File: src/rtl/vanilla_saif_window_ctrl.sv
// Reference-counted owner of the shared SAIF capture window: merges per-core
// trigger start/end pulses into one toggle-start/stop command stream.
//
//   state  | meaning
//   IDLE   | no core active, no report outstanding
//   ACTIVE | window open, toggle tracking running
//   REPORT | stop issued, waiting for report_done_i before re-arming
module vanilla_saif_window_ctrl #(
  parameter int num_cores_p    = 16,
  parameter int cycle_width_p  = 32,
  parameter int window_width_p = 8,
  localparam int cnt_width_lp  = $clog2(num_cores_p + 1)
) (
  input  logic                      clk_i,
  input  logic                      reset_i,
  input  logic [num_cores_p-1:0]    start_v_i,
  input  logic [num_cores_p-1:0]    end_v_i,
  input  logic                      report_done_i,
  output logic                      saif_en_o,
  output logic                      toggle_start_o,
  output logic                      toggle_stop_o,
  output logic [num_cores_p-1:0]    active_vec_o,
  output logic [cnt_width_lp-1:0]   active_cnt_o,
  output logic [cycle_width_p-1:0]  window_cycles_o,
  output logic [window_width_p-1:0] window_count_o,
  output logic                      err_double_start_o,
  output logic                      err_orphan_end_o
);

  typedef enum logic [1:0] {IDLE, ACTIVE, REPORT} state_e;

  state_e                  state_r, state_next;
  logic [num_cores_p-1:0]  vec_next;
  logic [cnt_width_lp-1:0] cnt_next;
  logic                    double_hit, orphan_hit;
  logic                    start_cmd, stop_cmd;

  // A simultaneous start and end on one core cancels out and is never an error.
  always_comb begin
    vec_next   = active_vec_o;
    double_hit = 1'b0;
    orphan_hit = 1'b0;
    for (int i = 0; i < num_cores_p; i++) begin
      if (active_vec_o[i]) begin
        if (end_v_i[i] && !start_v_i[i]) vec_next[i] = 1'b0;
        if (start_v_i[i] && !end_v_i[i]) double_hit = 1'b1;
      end else begin
        if (start_v_i[i] && !end_v_i[i]) vec_next[i] = 1'b1;
        if (end_v_i[i] && !start_v_i[i]) orphan_hit = 1'b1;
      end
    end
  end

  always_comb begin
    cnt_next = '0;
    for (int i = 0; i < num_cores_p; i++) begin
      cnt_next = cnt_next + cnt_width_lp'(vec_next[i]);
    end
  end

  always_comb begin
    state_next = state_r;
    start_cmd  = 1'b0;
    stop_cmd   = 1'b0;
    unique case (state_r)
      IDLE: begin
        if (|vec_next) begin
          state_next = ACTIVE;
          start_cmd  = 1'b1;
        end
      end
      ACTIVE: begin
        if (~|vec_next) begin
          state_next = REPORT;
          stop_cmd   = 1'b1;
        end
      end
      REPORT: begin
        if (report_done_i) begin
          if (|vec_next) begin
            state_next = ACTIVE;
            start_cmd  = 1'b1;
          end else begin
            state_next = IDLE;
          end
        end
      end
      default: state_next = IDLE;
    endcase
  end

  always_ff @(posedge clk_i or posedge reset_i) begin
    if (reset_i) begin
      state_r            <= IDLE;
      saif_en_o          <= 1'b0;
      toggle_start_o     <= 1'b0;
      toggle_stop_o      <= 1'b0;
      active_vec_o       <= '0;
      active_cnt_o       <= '0;
      window_cycles_o    <= '0;
      window_count_o     <= '0;
      err_double_start_o <= 1'b0;
      err_orphan_end_o   <= 1'b0;
    end else begin
      state_r        <= state_next;
      saif_en_o      <= (state_next == ACTIVE);
      toggle_start_o <= start_cmd;
      toggle_stop_o  <= stop_cmd;
      active_vec_o   <= vec_next;
      active_cnt_o   <= cnt_next;
      if (double_hit) err_double_start_o <= 1'b1;
      if (orphan_hit) err_orphan_end_o   <= 1'b1;
      // Counts every edge taken from ACTIVE, including the exit edge.
      if (start_cmd) begin
        window_cycles_o <= '0;
      end else if (state_r == ACTIVE && window_cycles_o != '1) begin
        window_cycles_o <= window_cycles_o + cycle_width_p'(1);
      end
      if (stop_cmd && window_count_o != '1) begin
        window_count_o <= window_count_o + window_width_p'(1);
      end
    end
  end

endmodule

File: config.mk
export PLATFORM = sky130hd
export DESIGN_NAME = vanilla_saif_window_ctrl
export DESIGN_NICKNAME = d
export VERILOG_FILES = /design/src/rtl/vanilla_saif_window_ctrl.sv
export SDC_FILE = /design/constraint.sdc
export NUM_CORES = 1
export LEC_CHECK = 0
export CAP_MARGIN = 10
export CORE_ASPECT_RATIO = 0.5
export CORE_MARGIN = 2
export CORE_UTILIZATION = 49
export CTS_CLUSTER_SIZE = 16
export DETAILED_ROUTE_END_ITERATION = 16
export GPL_ROUTABILITY_DRIVEN = 0
export HOLD_SLACK_MARGIN = 0.08
export PLACE_DENSITY = 0.86
export RECOVER_POWER = 50
export SLEW_MARGIN = 20
export SYNTH_ARGS = -nofsm -noshare
export SYNTH_HDL_FRONTEND = slang
export SYNTH_SLANG_ARGS = --single-unit
File: constraint.sdc
create_clock -name clk_i -period 4.6 [get_ports clk_i]
set_input_delay 0.92 -clock clk_i [delete_from_list [all_inputs] [get_ports clk_i]]
set_output_delay 0.92 -clock clk_i [all_outputs]
set_load 0.05 [all_outputs]
* After elaboration in Yosys (flattened, before gate mapping) *
Index checks and enable logic that the tools add are counted.

storage, ports and cells
  output and inout bits = 66
  logic and storage cells = 224
  register bits after elaboration = 68
  input bits = 35

operators by class
  reductions and logical operators = 69
  multiplexer cells = 123
  equal/unequal tests = 5
  add/subtract/negate cells = 17

operators by type and width
  cell                                           count
  2-to-1 mux 1 bit                               116
  2-to-1 mux 32 bit                              2
  adder 5 x 1 -> 5 bit                           11
  logical AND 1 bit                              34
  adder 32 x 1 -> 32 bit, second input constant  1
  logical NOT 1 bit                              32
  inequality test 32 bit, second input constant  1
  OR reduction 16 bit                            1
  adder 8 x 1 -> 8 bit, second input constant    1
  inequality test 8 bit, second input constant   1
  2-to-1 mux 2 bit                               3
  one-hot mux 2 bit (3 select lines)             1
  adder 4 x 1 -> 5 bit                           1
  adder 3 x 1 -> 4 bit                           1
  == test 2 x 1 -> 1 bit, second input constant  2
  adder 2 x 1 -> 3 bit                           1
  adder 1 x 1 -> 2 bit                           1
  == test 2 bit, second input constant           1
  logical NOT 2 bit                              1
  one-hot mux 1 bit (2 select lines)             1
  nonzero test 2 bit                             1

* Depth between registers and ports, before layout *
  depth in word-level cells = 34
  depth in mapped cells = 14
  depth with buffers taken out = 14

* Worst setup path before layout *
Ideal clock, no wire load.

  kind = input port to flip-flop
  start point = in end_v_i[3]
  end point = reg active_cnt_o[4]
  arrival time = 4116 ps
  path buffers = 0
  library setup time = 64 ps
  slack = 420 ps
  required time = 4536 ps
  stages = 13
  path through = nor2b_1 > a21o_1 > inv_1 > fa_1 > inv_1 > fa_1 > fa_1 > fa_1 > ha_1 > inv_1 > fa_1 > nor2b_1 > o21a_1

on the way
  word-level cells in the longest chain between the ends = 17
  elaborated cells between the ends (all ways) = 19
  classes of those cells = 13 x add/sub; 3 x mux; 3 x reduce/logical

RTL lines
  item                                    line  source
  start, declared                         17    input logic [num_cores_p-1:0] end_v_i,
  logical NOT 1 bit                       48    if (start_v_i[i] && !end_v_i[i]) vec_next[i] = 1'b1;
  logical AND 1 bit                       48
  2-to-1 mux 1 bit                        48
  2-to-1 mux 1 bit (*)                    44    if (active_vec_o[i]) begin
  via vec_next[3]                         33    logic [num_cores_p-1:0] vec_next;
  adder 3 x 1 -> 4 bit (*)                57    cnt_next = cnt_next + cnt_width_lp'(vec_next[i]);
  adder 4 x 1 -> 5 bit (*)                57
  adder 5 x 1 -> 5 bit (*) (11 in a row)  57
  via cnt_next[4]                         34    logic [cnt_width_lp-1:0] cnt_next;
  end signal, assigned                    110   active_cnt_o <= cnt_next;
  end, declared                           23    output logic [cnt_width_lp-1:0] active_cnt_o,

Mark *: on every way through the listed nets, which the timed path passes. The rest lies on a longest branch.
A chain may end at the register's enable or synchronous reset.

* Worst setup path after layout *
Ends and elaborated chain as after synthesis.

==> results.sh <==
export IMPL_clockBufferDepth=2
export IMPL_hold_viol=0
export IMPL_synth_simple_gate_area_share_pct=25.86
export IMPL_hold_worst_slack_ns=0.5150
export IMPL_grtUsageMet2_pct=44.68
export IMPL_rows=22
export IMPL_htreeDepth=3
export IMPL_path_cells="clkdlybuf4s50_1, nor2b_2, a21o_1, inv_1, fa_1, inv_1, fa_1, fa_1, fa_1, ha_2, inv_1, fa_1, nor2b_1, o21a_1"
export IMPL_powerDensity_nw_per_um2=445.6
export IMPL_violations="capacitance limit, slew limit"
export IMPL_nets=566
export IMPL_syn_area_per_cell_um2=10.09
export IMPL_reg2reg_from="active_vec_o[1]"
export IMPL_via_count=3366
export IMPL_cts_root_buffer="clkbuf_16"
export IMPL_crit_type="in -> reg"
export IMPL_core_um2=7405
export IMPL_crit_slowest_cell="fa_1"
export IMPL_post_dp_hpwl_um=7354
export IMPL_rsz0062_at_grt="no"
export IMPL_synth_area_um2=3784
export IMPL_cts_sinks=68
export IMPL_required_ns=4.87
export IMPL_drc=0
export IMPL_die_area_um2=8483
export IMPL_cts_clk_slew_worst_paths_ns=0.05
export IMPL_ios=101
export IMPL_relSlewSlack_pct=-6.314
export IMPL_syn2layout_area_growth_pct=44.31
export IMPL_synth_xor_area_share_pct=8.102
export IMPL_via_per_inst=5.482
export IMPL_cpMostUsedCell="fa_1"
export IMPL_grt_pass1_wl_um=16440
export IMPL_synth_adder_area_share_pct=7.937
export IMPL_fin_area_um2=5460
export IMPL_wl_per_cell_um=16.54
export IMPL_routed_wirelength_um=10150
export IMPL_drive_gt1_share_pct=12.55
export IMPL_cts_resized=0
export IMPL_cp_slowest_stage_delay_ns=0.54
export IMPL_end_kind="flop"
export IMPL_port_buffers=100
export IMPL_antenna_left=0
export IMPL_synth_seq_cells=68
export IMPL_antenna_cells=0
export IMPL_syn_instance_count=375
export IMPL_arrival_ns=4.76
export IMPL_synth_nets=428
export IMPL_synth_cell_type_count=48
export IMPL_drt_iter0_markers=212
export IMPL_tightestPinTransition_ns=1.593
export IMPL_post_route_min_period_ns=4.482
export IMPL_crit_family="adder cells"
export IMPL_finalSetupViolCount=0
export IMPL_post_cts_buffers=0
export IMPL_p_leak_uw=0.002401
export IMPL_startpoint_type="input port"
export IMPL_synth_top_family_by_area="simple AND/OR/NAND/NOR gates"
export IMPL_synth_async_sr_flop_share_pct=100.0
export IMPL_max_cap_violations=1
export IMPL_top_usage_layer="met2"
export IMPL_critPathBufInv=4
export IMPL_use_met1_pct=30.32
export IMPL_seq_area_frac_synth_pct=44.97
export IMPL_synth_compound_gate_area_share_pct=10.02
export IMPL_clock_latency_ns=0.34
export IMPL_grt_max_degree=43
export IMPL_slew_violations=43
export IMPL_antenna_found_initial=0
export IMPL_ys_flop_type="dfrtp_1"
export IMPL_critPathLaunch="end_v_i[3]"
export IMPL_met3_usage_pct=7.524
export IMPL_cts_tree="built"
export IMPL_groute_usage_overall_pct=25.50
export IMPL_synth_edf_count=0
export IMPL_finalClockSkew_ns=0.006873
export IMPL_place_area_um2=5116
export IMPL_status="complete, but fails checks"
export IMPL_synth_warnings=0
export IMPL_fillCellCount=530
export IMPL_irDropWorstVdd_v=0.0002738
export IMPL_fin_util_pct=73.74
export IMPL_hp_start="window_count_o[0]"
export IMPL_first_pass_iters=4
export IMPL_die_x_um=128.3
export IMPL_cp_max_fo=2
export IMPL_grt_pass1_vias=3437
export IMPL_hold_path_class="reg -> reg"
export IMPL_die_height_um=66.14
export IMPL_holdBufCountCts=0
export IMPL_yosys_mux_area_fraction_pct=0.5952
export IMPL_period_share_pct=97.44
export IMPL_fmax_mhz=223.1
export IMPL_grt_overflow=0
export IMPL_start_util_pct=51.10
export IMPL_cts_buffers_inserted=9
==> Yosys cell counts (2+ instances only) <==
library cell / number / area [µm²]
nor3_2: 2 / 20.02
o22ai_1: 7 / 43.79
nor2_1: 47 / 176.4
xnor2_1: 11 / 96.34
nor4_1: 7 / 43.79
clkbuf_1: 2 / 7.510
and2_1: 2 / 12.51
and4_1: 2 / 17.52
dfrtp_1: 68 / 1702
nand3_1: 15 / 75.07
a21oi_1: 13 / 65.06
nand4_1: 19 / 118.9
nor3_1: 2 / 10.01
nand2_1: 18 / 67.56
fa_1: 10 / 200.2
a211oi_1: 2 / 15.01
inv_1: 19 / 71.32
xor2_1: 24 / 210.2
o21ai_0: 5 / 25.02
nor4_4: 2 / 42.54
a21o_1: 6 / 45.04
ha_1: 8 / 100.1
and3_1: 9 / 56.30
nand2b_1: 21 / 131.4
o21a_1: 8 / 60.06
a22oi_1: 8 / 60.06
nor2b_1: 17 / 106.4
==> cell type report <==
cell class	count	area [µm²]	share of cell area, %
inverter	19	71.32	1.306
clock inverter	4	70.07	1.283
tap	96	120.1	2.200
sequential	68	1702	31.16
clock buffer	12	266.5	4.881
timing repair buffer	131	1230	22.53
multi-input combinational	284	2001	36.64
==> where the power goes <==
part	internal (µW)	leakage [µW]	switching (µW)	total, µW
logic	365	0.00136	545	910
registers	674	0.000870	74.8	749
clock network	517	0.000169	257	774
total	1560	0.00240	877	2430
==> layer usage <==
layer	part of all wire (%)	vias to the layer above
met4	2.5	0
met3	6.0	22
met1	43	1634
met2	49	118
met5	0	-
li1	-	1592
==> final timing paths <==
check / cells after the start / to / slack (ns)
max in group asynchronous: 3 / window_cycles_o[19] / 1.05
min reg2reg: 1 / window_count_o[0] / 0.52
min: 1 / window_count_o[0] / 0.52
max reg2reg: 13 / active_cnt_o[4] / 0.75
min in group asynchronous: 2 / active_vec_o[7] / 1.52
max: 14 / active_cnt_o[4] / 0.12
==> cells by family (layout without fill, tap and decap cells) <==
logic type                 after synthesis  after routing
and+or+nand+nor                        174            174
xor gates and xnor gates                35             35
AOI/OAI and AO/OA                       55             55
muxes                                    2              2
DFF                                     68             68
adders and majority gates               18             18
buffers and inverters                   23            166
==> sequential cells by signal, indices dropped and copies added, names as in the netlist <==
name                cells
saif_en_o               1
active_cnt_o            5
toggle_stop_o           1
state_r                 2
err_double_start_o      1
window_count_o          8
toggle_start_o          1
active_vec_o           16
err_orphan_end_o        1
window_cycles_o        32
==> per-stage QoR <==
step,worst slack [ns],std cells,total power [µW],TNS (ns)
finish,0.1179,614,2433,0
CTS,0.07323,614,2456,0
floorplan,0.4196,375,1355,0
global route,0.01207,614,2565,0
detailed placement,-0.2406,598,1681,-0.7299
global placement,-0.1634,598,1632,-0.4350
==> placed cells by master, fill, tap and decap left out, types with 3 or more instances in the layout <==
master	count
and3_1	9
clkbuf_4	3
nand2b_1	21
nand4_1	19
nand3_1	15
nor2b_1	15
dlygate4sd3_1	25
ha_1	7
dfrtp_1	68
fa_1	10
nand2_1	18
a21oi_1	12
o21ai_0	5
a21o_1	6
inv_1	19
o22ai_1	7
buf_4	27
nor2_1	46
clkbuf_16	9
o21a_1	8
clkdlybuf4s50_1	75
clkbuf_8	3
xor2_1	24
a22oi_1	8
nor4_1	7
xnor2_1	11
No activity file was read; power rests on OpenSTA's default activity.
